--- src/rtl/spi_sensor_emu_pkg.sv ---
// Shared definitions for the SPI sensor emulator: payload modes, PRBS31 taps and FSM state type.
package spi_sensor_emu_pkg;

  localparam logic [1:0] MODE_COUNT  = 2'd0;
  localparam logic [1:0] MODE_TAGGED = 2'd1;
  localparam logic [1:0] MODE_PRBS   = 2'd2;
  localparam logic [1:0] MODE_ECHO   = 2'd3;

  // x^31 + x^28 + 1, Fibonacci form: feedback from state bits 30 and 27
  localparam int unsigned PRBS_TAP_A = 30;
  localparam int unsigned PRBS_TAP_B = 27;

  typedef enum logic [0:0] {StIdle, StShift} state_e;

  function automatic logic [30:0] prbs_step(input logic [30:0] s);
    return {s[29:0], s[PRBS_TAP_A] ^ s[PRBS_TAP_B]};
  endfunction

  function automatic logic [30:0] prbs_advance(input logic [30:0] s, input int unsigned steps);
    logic [30:0] r;
    r = s;
    for (int unsigned i = 0; i < 32; i++) begin
      if (i < steps) r = prbs_step(r);
    end
    return r;
  endfunction

endpackage

--- src/rtl/spi_sensor_emu_edge_sync.sv ---
// Two-flop synchronizer for an asynchronous pin plus one history flop for rise/fall pulses.
module spi_sensor_emu_edge_sync #(
  parameter logic RstVal = 1'b0
) (
  input  logic clk_spi,
  input  logic rst_n,
  input  logic pin,
  output logic level,
  output logic rise,
  output logic fall
);

  logic [2:0] sync_q;

  always_ff @(posedge clk_spi or negedge rst_n) begin
    if (!rst_n) begin
      sync_q <= {3{RstVal}};
    end else begin
      sync_q <= {sync_q[1:0], pin};
    end
  end

  assign level = sync_q[1];
  assign rise  = sync_q[1] & ~sync_q[2];
  assign fall  = ~sync_q[1] & sync_q[2];

endmodule

--- src/rtl/spi_sensor_emu.sv ---
// RHS2116-style SPI slave emulator: oversampled pins, one FRAME_W-bit word per cs_n frame,
// selectable payload source, MOSI capture and framing-error reporting.
module spi_sensor_emu
  import spi_sensor_emu_pkg::*;
#(
  parameter int unsigned FRAME_W   = 32,
  parameter int unsigned NUM_CH    = 16,
  parameter int unsigned CPHA      = 1,
  parameter logic [31:0] PRBS_SEED = 32'h1
) (
  input  logic               clk_spi,
  input  logic               rst_n,
  input  logic               enable,
  input  logic [1:0]         mode,
  input  logic               cs_n,
  input  logic               sclk,
  input  logic               mosi,
  output logic               miso,
  output logic [FRAME_W-1:0] cmd_data,
  output logic               cmd_valid,
  output logic [15:0]        frame_cnt,
  output logic               short_frame
);

  localparam int unsigned CntW = $clog2(FRAME_W + 1);
  localparam logic [CntW-1:0] FullCnt = CntW'(FRAME_W);
  localparam logic [3:0] ChMask = 4'(NUM_CH - 1);

  logic cs_lvl, cs_rise, cs_fall;
  logic sclk_lvl, sclk_rise, sclk_fall;
  logic [1:0] mosi_q;

  spi_sensor_emu_edge_sync #(.RstVal(1'b1)) u_cs_sync (
    .clk_spi (clk_spi),
    .rst_n   (rst_n),
    .pin     (cs_n),
    .level   (cs_lvl),
    .rise    (cs_rise),
    .fall    (cs_fall)
  );

  spi_sensor_emu_edge_sync #(.RstVal(1'b0)) u_sclk_sync (
    .clk_spi (clk_spi),
    .rst_n   (rst_n),
    .pin     (sclk),
    .level   (sclk_lvl),
    .rise    (sclk_rise),
    .fall    (sclk_fall)
  );

  always_ff @(posedge clk_spi or negedge rst_n) begin
    if (!rst_n) begin
      mosi_q <= 2'b00;
    end else begin
      mosi_q <= {mosi_q[0], mosi};
    end
  end

  // Arming waits until the synchronizer holds real pad samples, so a cs_n held low
  // through reset release cannot masquerade as a frame start.
  logic [1:0] settle_q;
  logic       armed_q;

  always_ff @(posedge clk_spi or negedge rst_n) begin
    if (!rst_n) begin
      settle_q <= 2'd0;
      armed_q  <= 1'b0;
    end else begin
      if (settle_q != 2'd2) settle_q <= settle_q + 2'd1;
      if (settle_q == 2'd2 && cs_lvl && !sclk_lvl) armed_q <= 1'b1;
    end
  end

  logic frame_start, drive_edge, sample_edge;
  assign frame_start = armed_q & cs_fall;
  assign drive_edge  = (CPHA != 0) ? sclk_rise : sclk_fall;
  assign sample_edge = (CPHA != 0) ? sclk_fall : sclk_rise;

  state_e state_q, state_d;

  logic [CntW-1:0]    bit_cnt_q;
  logic [FRAME_W-1:0] tx_q, rx_q, cmd_data_q, counter_q;
  logic [3:0]         channel_q;
  logic [30:0]        prbs_q;
  logic [15:0]        frame_cnt_q;
  logic               miso_q, cmd_valid_q, short_frame_q;

  always_ff @(posedge clk_spi or negedge rst_n) begin
    if (!rst_n) begin
      state_q <= StIdle;
    end else begin
      state_q <= state_d;
    end
  end

  always_comb begin
    state_d = state_q;
    unique case (state_q)
      StIdle:  if (frame_start && enable) state_d = StShift;
      StShift: if (cs_rise) state_d = StIdle;
      default: state_d = StIdle;
    endcase
  end

  logic do_load, do_drive, do_sample, end_full, end_short;

  always_comb begin
    do_load   = 1'b0;
    do_drive  = 1'b0;
    do_sample = 1'b0;
    end_full  = 1'b0;
    end_short = 1'b0;
    unique case (state_q)
      StIdle: do_load = frame_start & enable;
      StShift: begin
        if (cs_rise) begin
          end_full  = (bit_cnt_q == FullCnt);
          end_short = (bit_cnt_q != '0) && (bit_cnt_q != FullCnt);
        end else begin
          do_drive  = drive_edge;
          do_sample = sample_edge && (bit_cnt_q < FullCnt);
        end
      end
      default: ;
    endcase
  end

  logic [31:0]        prbs_ext;
  logic [FRAME_W-1:0] payload;

  assign prbs_ext = {1'b0, prbs_q};

  always_comb begin
    payload = '0;
    unique case (mode)
      MODE_COUNT:  payload = counter_q;
      MODE_TAGGED: payload = {channel_q, counter_q[FRAME_W-5:0]};
      MODE_PRBS:   payload = prbs_ext[FRAME_W-1:0];
      MODE_ECHO:   payload = cmd_data_q;
      default:     payload = '0;
    endcase
  end

  always_ff @(posedge clk_spi or negedge rst_n) begin
    if (!rst_n) begin
      miso_q        <= 1'b0;
      tx_q          <= '0;
      rx_q          <= '0;
      bit_cnt_q     <= '0;
      cmd_data_q    <= '0;
      cmd_valid_q   <= 1'b0;
      short_frame_q <= 1'b0;
      frame_cnt_q   <= 16'd0;
      counter_q     <= '0;
      channel_q     <= 4'd0;
      prbs_q        <= PRBS_SEED[30:0];
    end else begin
      cmd_valid_q   <= 1'b0;
      short_frame_q <= 1'b0;

      // CPHA=0 presents the MSB as soon as the frame starts; CPHA=1 waits for the first rise.
      if (do_load) begin
        bit_cnt_q <= '0;
        if (CPHA == 0) begin
          miso_q <= payload[FRAME_W-1];
          tx_q   <= {payload[FRAME_W-2:0], 1'b0};
        end else begin
          miso_q <= 1'b0;
          tx_q   <= payload;
        end
      end else if (state_d != StShift) begin
        miso_q <= 1'b0;
      end else if (do_drive) begin
        miso_q <= (bit_cnt_q < FullCnt) ? tx_q[FRAME_W-1] : 1'b0;
        tx_q   <= {tx_q[FRAME_W-2:0], 1'b0};
      end

      if (do_sample) begin
        rx_q      <= {rx_q[FRAME_W-2:0], mosi_q[1]};
        bit_cnt_q <= bit_cnt_q + 1'b1;
      end

      if (end_full) begin
        cmd_data_q  <= rx_q;
        cmd_valid_q <= 1'b1;
        frame_cnt_q <= frame_cnt_q + 16'd1;
        counter_q   <= counter_q + 1'b1;
        channel_q   <= (channel_q + 4'd1) & ChMask;
        prbs_q      <= prbs_advance(prbs_q, FRAME_W);
      end

      if (end_short) short_frame_q <= 1'b1;
    end
  end

  assign miso        = miso_q;
  assign cmd_data    = cmd_data_q;
  assign cmd_valid   = cmd_valid_q;
  assign frame_cnt   = frame_cnt_q;
  assign short_frame = short_frame_q;

endmodule
--- config.mk ---
export PLATFORM = sky130hd
export DESIGN_NAME = spi_sensor_emu
export DESIGN_NICKNAME = d
export VERILOG_FILES = /design/src/rtl/spi_sensor_emu_pkg.sv /design/src/rtl/spi_sensor_emu_edge_sync.sv /design/src/rtl/spi_sensor_emu.sv
export SDC_FILE = /design/constraint.sdc
export NUM_CORES = 1
export LEC_CHECK = 0
export CORE_ASPECT_RATIO = 2
export CORE_MARGIN = 2
export CORE_UTILIZATION = 45
export DETAILED_ROUTE_END_ITERATION = 7
export GPL_TIMING_DRIVEN = 0
export PLACE_DENSITY = 0.66
export SLEW_MARGIN = 20
export SYNTH_ARGS = -nofsm -noshare
export SYNTH_HDL_FRONTEND = slang
export SYNTH_SLANG_ARGS = --single-unit
--- constraint.sdc ---
create_clock -name clk_spi -period 2.29 [get_ports clk_spi]
set_input_delay 0.229 -clock clk_spi [delete_from_list [all_inputs] [get_ports clk_spi]]
set_output_delay 0.229 -clock clk_spi [all_outputs]
set_load 0.01 [all_outputs]
; ---- Word-level counts from Yosys, hierarchy flattened
; Cells that the tools add are included.
[totals]
regBits = 200
input_bits = 8
[op_classes]
addsub = 5
order_cmp = 1
n_eq_ne = 8
mux = 55
bitwise_logic = 43
reduce_logical = 12
[op_table]
columns = cell, count
row1 = $mux 31, 31
row2 = $pmux 32 s4, 1
row3 = $mux 32, 3
row4 = $add 32x1->32 const B, 1
row5 = $xor 1x1->1, 32
row6 = $mux 1, 17
row7 = $add 16x1->16 const B, 1
row8 = $mux 6, 2
row9 = $add 6x1->6 const B, 1
row10 = $and 1x1->1, 6
row11 = $eq 2x2->1 const B, 3
row12 = $eq 6x6->1 const B, 1
row13 = $lt 6x6->1 const B, 1
row14 = $ne 6x6->1 const B, 1
row15 = $reduce_bool 2->1, 3
row16 = $reduce_bool 6->1, 1
row17 = $logic_and 1x1->1, 5
row18 = $not 1->1, 5
row19 = $add 4x1->4 const B, 1
row20 = $ne 3x1->1 const B, 1
row21 = $add 2x1->2 const B, 1
row22 = $eq 2x1->1 const B, 1
row23 = $logic_not 2->1, 1
row24 = $ne 2x2->1 const B, 1
row25 = 3 further kinds, 3

; ---- Logic depth before layout (Yosys ltp)
[logic_depth]
ltp_word = 66
depth_mapped = 9

; ---- Cells and area by module
; Synthesis repeated with hierarchy kept, for this count alone.
[unflattened]
hier_cells = 859
hier_area_um2 = 9105.0
[by_module_without_submodules]
columns = mod, n_inst, cells_per_inst, area_each_um2
row1 = spi_sensor_emu, 1, 849, 8921.1
row2 = spi_sensor_emu_edge_sync at u_cs_sync, 1, 5, 93.8
row3 = spi_sensor_emu_edge_sync at u_sclk_sync, 1, 5, 90.1

; ---- Worst setup path after synthesis
; Ideal clock, no wire load.
[synth_timing]
kind = register to register
startpoint = register bit_cnt_q[0]
endpoint = register counter_q[24]
arrival_ns = 1.899
t_required_ns = 2.167
path_slack_ns = 0.268
stages_incl_launch_ff = 8
n_path_buf = 1
cell_sequence = dfrtp_1 inv_1 ha_1 or4b_1 buf_6 nor4_4 nand4_1 xnor2_1
[synth_between]
elab_chain_cells = 3
[synth_lines]
columns = element, line
row1 = "start, declared", spi_sensor_emu.sv:81  ; logic [CntW-1:0] bit_cnt_q;
row2 = "start signal, assigned", spi_sensor_emu.sv:180  ; bit_cnt_q <= bit_cnt_q + 1'b1;
row3 = $eq 6x6->1, spi_sensor_emu.sv:117  ; end_full = (bit_cnt_q == FullCnt);
row4 = $mux 1, spi_sensor_emu.sv:116  ; if (cs_rise) begin
row5 = $mux 1, spi_sensor_emu.sv:113  ; unique case (state_q)
row6 = "end signal, assigned", spi_sensor_emu.sv:187  ; counter_q <= counter_q + 1'b1;
row7 = "end, declared", spi_sensor_emu.sv:82  ; logic [FRAME_W-1:0] tx_q, rx_q, cmd_data_q, counter_q;
; Every way passes these cells.
; A chain may end at the register's enable or synchronous reset.

; ---- Worst setup path in the final report
[layout_timing]
startpoint = register bit_cnt_q[0]
endpoint = register counter_q[23]
; The elaborated chain is that of the path after synthesis.

==> summary.md <==
| Metric | Value |
|---|---|
| ANT nets after route | `0` |
| Hold Path End | `u_cs_sync.sync_q[0]` |
| Internal | `5560 uW` |
| Die Span Y | `205 um` |
| Min-Delay Path Class | `primary input to flop` |
| H-tree lvl count | `4` |
| Top FF cell, synth | `dfrtp_1` |
| Sequential fraction of the synthesis area | `55.4%` |
| FF+latch area | `5010 sq um` |
| Syn_nets | `912` |
| Setup violators final | `0` |
| Multi-input gate area | `3830 sq um` |
| Status | `finished clean` |
| Die W | `104 um` |
| Final WS setup | `0.142 ns` |
| Post-Route Skew | `0.00735 ns` |
| Top area cells in the synthesized netlist | `dfrtp_1 54%, nand2_1 12%, xnor2_1 7.5%, mux2i_1 6.5%, o21ai_0 3.5%` |
| Initial Utilization | `45.7%` |
| Clk pin slew, worst setup/hold paths | `0.07 ns` |
| Post-synth top area cell | `dfrtp_1` |
| Xor and xnor area share after synthesis | `8.13%` |
| CP required | `2.61 ns` |
| Sw Share | `24.5%` |
| Distinct cell type count after synthesis | `38` |
| Synth top cells by count | `291 x nand2_1, 196 x dfrtp_1, 77 x xnor2_1` |
| Power, Total | `7360 uW` |
| Placement row count | `73` |
| NetSw | `1810 uW` |
| Main combinational cell family by area after synthesis | `simple AND/OR/NAND/NOR gates` |
| Leak | `0.00505 uW` |
| Vias in the first global route | `6688` |
| CP Data Arrival Time | `2.47 ns` |
| Max_slew headroom | `46.3%` |
| Vias | `6489` |
| Final hold viol count | `0` |
| Initial DRC count | `296` |
| # port buffers | `56` |
| Crit. End Element | `flop` |
| RSZ-0062 raised after global routing | `yes` |
| Worst r2r src | `bit_cnt_q[0]` |
| Top-count cell post-synth | `nand2_1` |
| Worst-Margin Slew | `0.805 ns` |
| Initial antenna violation count | `0` |
| Worst-skew pair later-pin latency | `0.44 ns` |
| Boundary Pins | `59` |
| Setup_tns | `0 ns` |
| Post-synth EDFFs | `0` |
| DP Wirelength | `16.0 mm` |
| Core area | `19800 sq um` |
| Die area | `21300 sq um` |
| Vias per cell | `5.17` |
| Sequential power share | `53.6%` |
| Finished Cell Area | `10600 sq um` |
| Area Growth Syn to Fin | `17.5%` |
| Area after DPL | `10000 sq um` |
| VDD IR-drop max | `545 uV` |
| Cell count of the worst reg-to-reg path | `8` |
| GRT Overall Usage | `21.2%` |
| Fin crit period | `2.15 ns` |
| # fillers | `1809` |
| WS Path Type | `flop to flop` |
| Share of the synthesized area in the top cell type | `54.2%` |
| Setup WS pre-CTS | `-0.272 ns` |
| Synth Cell Area | `9050 sq um` |
| ANT cells | `0` |
| Drt drc | `0` |
| Max clock buf depth | `2` |
| Worst-path fanout max | `8` |
| Largest net degree at the start of global routing | `93` |
| Post-synthesis adder-cell area fraction | `0.830%` |
| Total grt overflow | `0` |
| Startpoint types | `flop` |
| CTS tree | `yes` |
| Achievable Freq | `466 MHz` |
| Clock power frac | `37.9%` |
| Share of post-route cells with drive strength above 1 | `6.94%` |
| Count of max-cap constraint violations | `0` |
| Cells after Synth | `898` |
| Num CTS Buffers | `17` |
| Seq cells post-synth | `200` |
| Nets | `996` |
| WHS Path Cells | `1` |
| Yosys warns | `0` |
| Reg2Reg Setup Slack | `0.14 ns` |
| Clk sink count | `200` |
| Compound-gate portion of the synthesized area | `6.47%` |
| TritonRoute pass-1 iters | `5` |
| Final-report max-slew violation count | `0` |
| Syn Area/Cell | `10.1 sq um` |
| First-pass GRT wire length | `35.2 mm` |
| Min-Delay Startpoint | `cs_n` |
| Total wire length | `21.4 mm` |
| Final Wtd Congestion | `0.813` |
| FFs w/ async S/R, synth | `100%` |
| Post-synthesis simple-gate area fraction | `19.2%` |
| Post-synthesis mux area share | `7.40%` |
| Period utilisation layout | `93.8%` |
| Gate power share | `8.5%` |
| Power Density | `693 nW/um^2` |
| R2r endpoint | `counter_q[23]` |
| Root Buffer | `clkbuf_16` |
| Wire per inst | `17.1 um` |
## worst max-delay path by stage
stage          cells past startpoint  slack, ns             to          from
6_report                           8       0.14  counter_q[23]  bit_cnt_q[0]
5_1_grt                            8      -0.02  counter_q[15]  bit_cnt_q[0]
4_1_cts                            6       0.02       tx_q[25]       state_q
3_5_place_dp                       9      -0.27    cmd_data[8]  bit_cnt_q[0]
3_3_place_gp                       1      -7.46  counter_q[22]         rst_n
2_1_floorplan                      7       0.27  counter_q[24]  bit_cnt_q[0]
## power groups by stage
| stage | clock [uW] | sequential (uW) | combinational (uW) |
|---|---|---|---|
| 3_3_place_gp | 0 | 4010 | 600 |
| 6_report | 2790 | 3940 | 627 |
| 5_1_grt | 2990 | 3980 | 715 |
| 3_5_place_dp | 0 | 4010 | 625 |
| 4_1_cts | 2860 | 3940 | 636 |
| 2_1_floorplan | 0 | 3960 | 426 |
## worst max-delay path, cell delays in order, from the launching register on
cell	delay, ns
dfrtp_1	0.42
inv_1	0.08
ha_1	0.15
or4b_1	0.45
buf_6	0.18
nor4_4	0.26
buf_4	0.21
nand4b_1	0.14
xnor2_1	0.15
## placed cells by master (no fill, tap or decap), types with 24 or more instances in the layout
cell,n
o21ai_0,63
nand3_1,24
clkbuf_1,36
xnor2_1,77
mux2i_1,59
o211ai_1,30
nand4_1,26
dfrtp_1,196
nand2_1,290
clkdlybuf4s50_1,55
## repair_timing
| item | CTS | global route |
|---|---|---|
| resized for setup | 5 | 7 |
| pin swaps | 4 | 5 |
| buffers inserted | 5 | 2 |
| endpoints found under the setup margin | 74 | 48 |
| gates cloned | 0 | 1 |
| endpoints found under the hold margin | 35 | 0 |
| hold buffers | 1 | 0 |
## per-stage QoR
step	hold slack, ns	util, %	instances
CTS	0.170	53.4	1254
finish	0.192	53.7	1256
floorplan	-0.0666	-	898
global placement	0.335	50.1	1216
global route	0.185	53.7	1256
detailed placement	0.119	50.5	1218
## flip-flops by register name, indices dropped and copies added, names as in the netlist
name,count
cmd_data,32
counter_q,32
rx_q,32
tx_q,32
prbs_q,31
frame_cnt,16
bit_cnt_q,6
channel_q,4
u_cs_sync.sync_q,3
u_sclk_sync.sync_q,3
mosi_q,2
settle_q,2
armed_q,1
cmd_valid,1
miso,1
short_frame,1
state_q,1
## cell families after synthesis
logic type	Yosys count
muxes	63
and+or+nand+nor	387
AOI/OAI and AO/OA	98
xor gates and xnor gates	84
DFF	200
adders and majority gates	6
buffers and inverters	60
## per-layer routing
layer / part of all wire (%) / vias up / GRT usage [%]
met5: 0 / - / 0
met4: 2.4 / 0 / 8.49
met3: 2.4 / 35 / 4.10
met2: 56 / 97 / 39.6
met1: 39 / 3175 / 23.3
li1: - / 3182 / -
## cell type report
| class | instances | share of cell area, % |
|---|---|---|
| Sequential cell | 200 | 47.1 |
| Multi-Input combinational cell | 638 | 36.0 |
| Timing Repair Buffer | 67 | 6.51 |
| Clock buffer | 23 | 4.31 |
| Tap cell | 262 | 3.08 |
| Buffer | 46 | 1.81 |
| Clock inverter | 8 | 0.718 |
| Inverter | 12 | 0.447 |
Power figures use the tool's default switching activity.
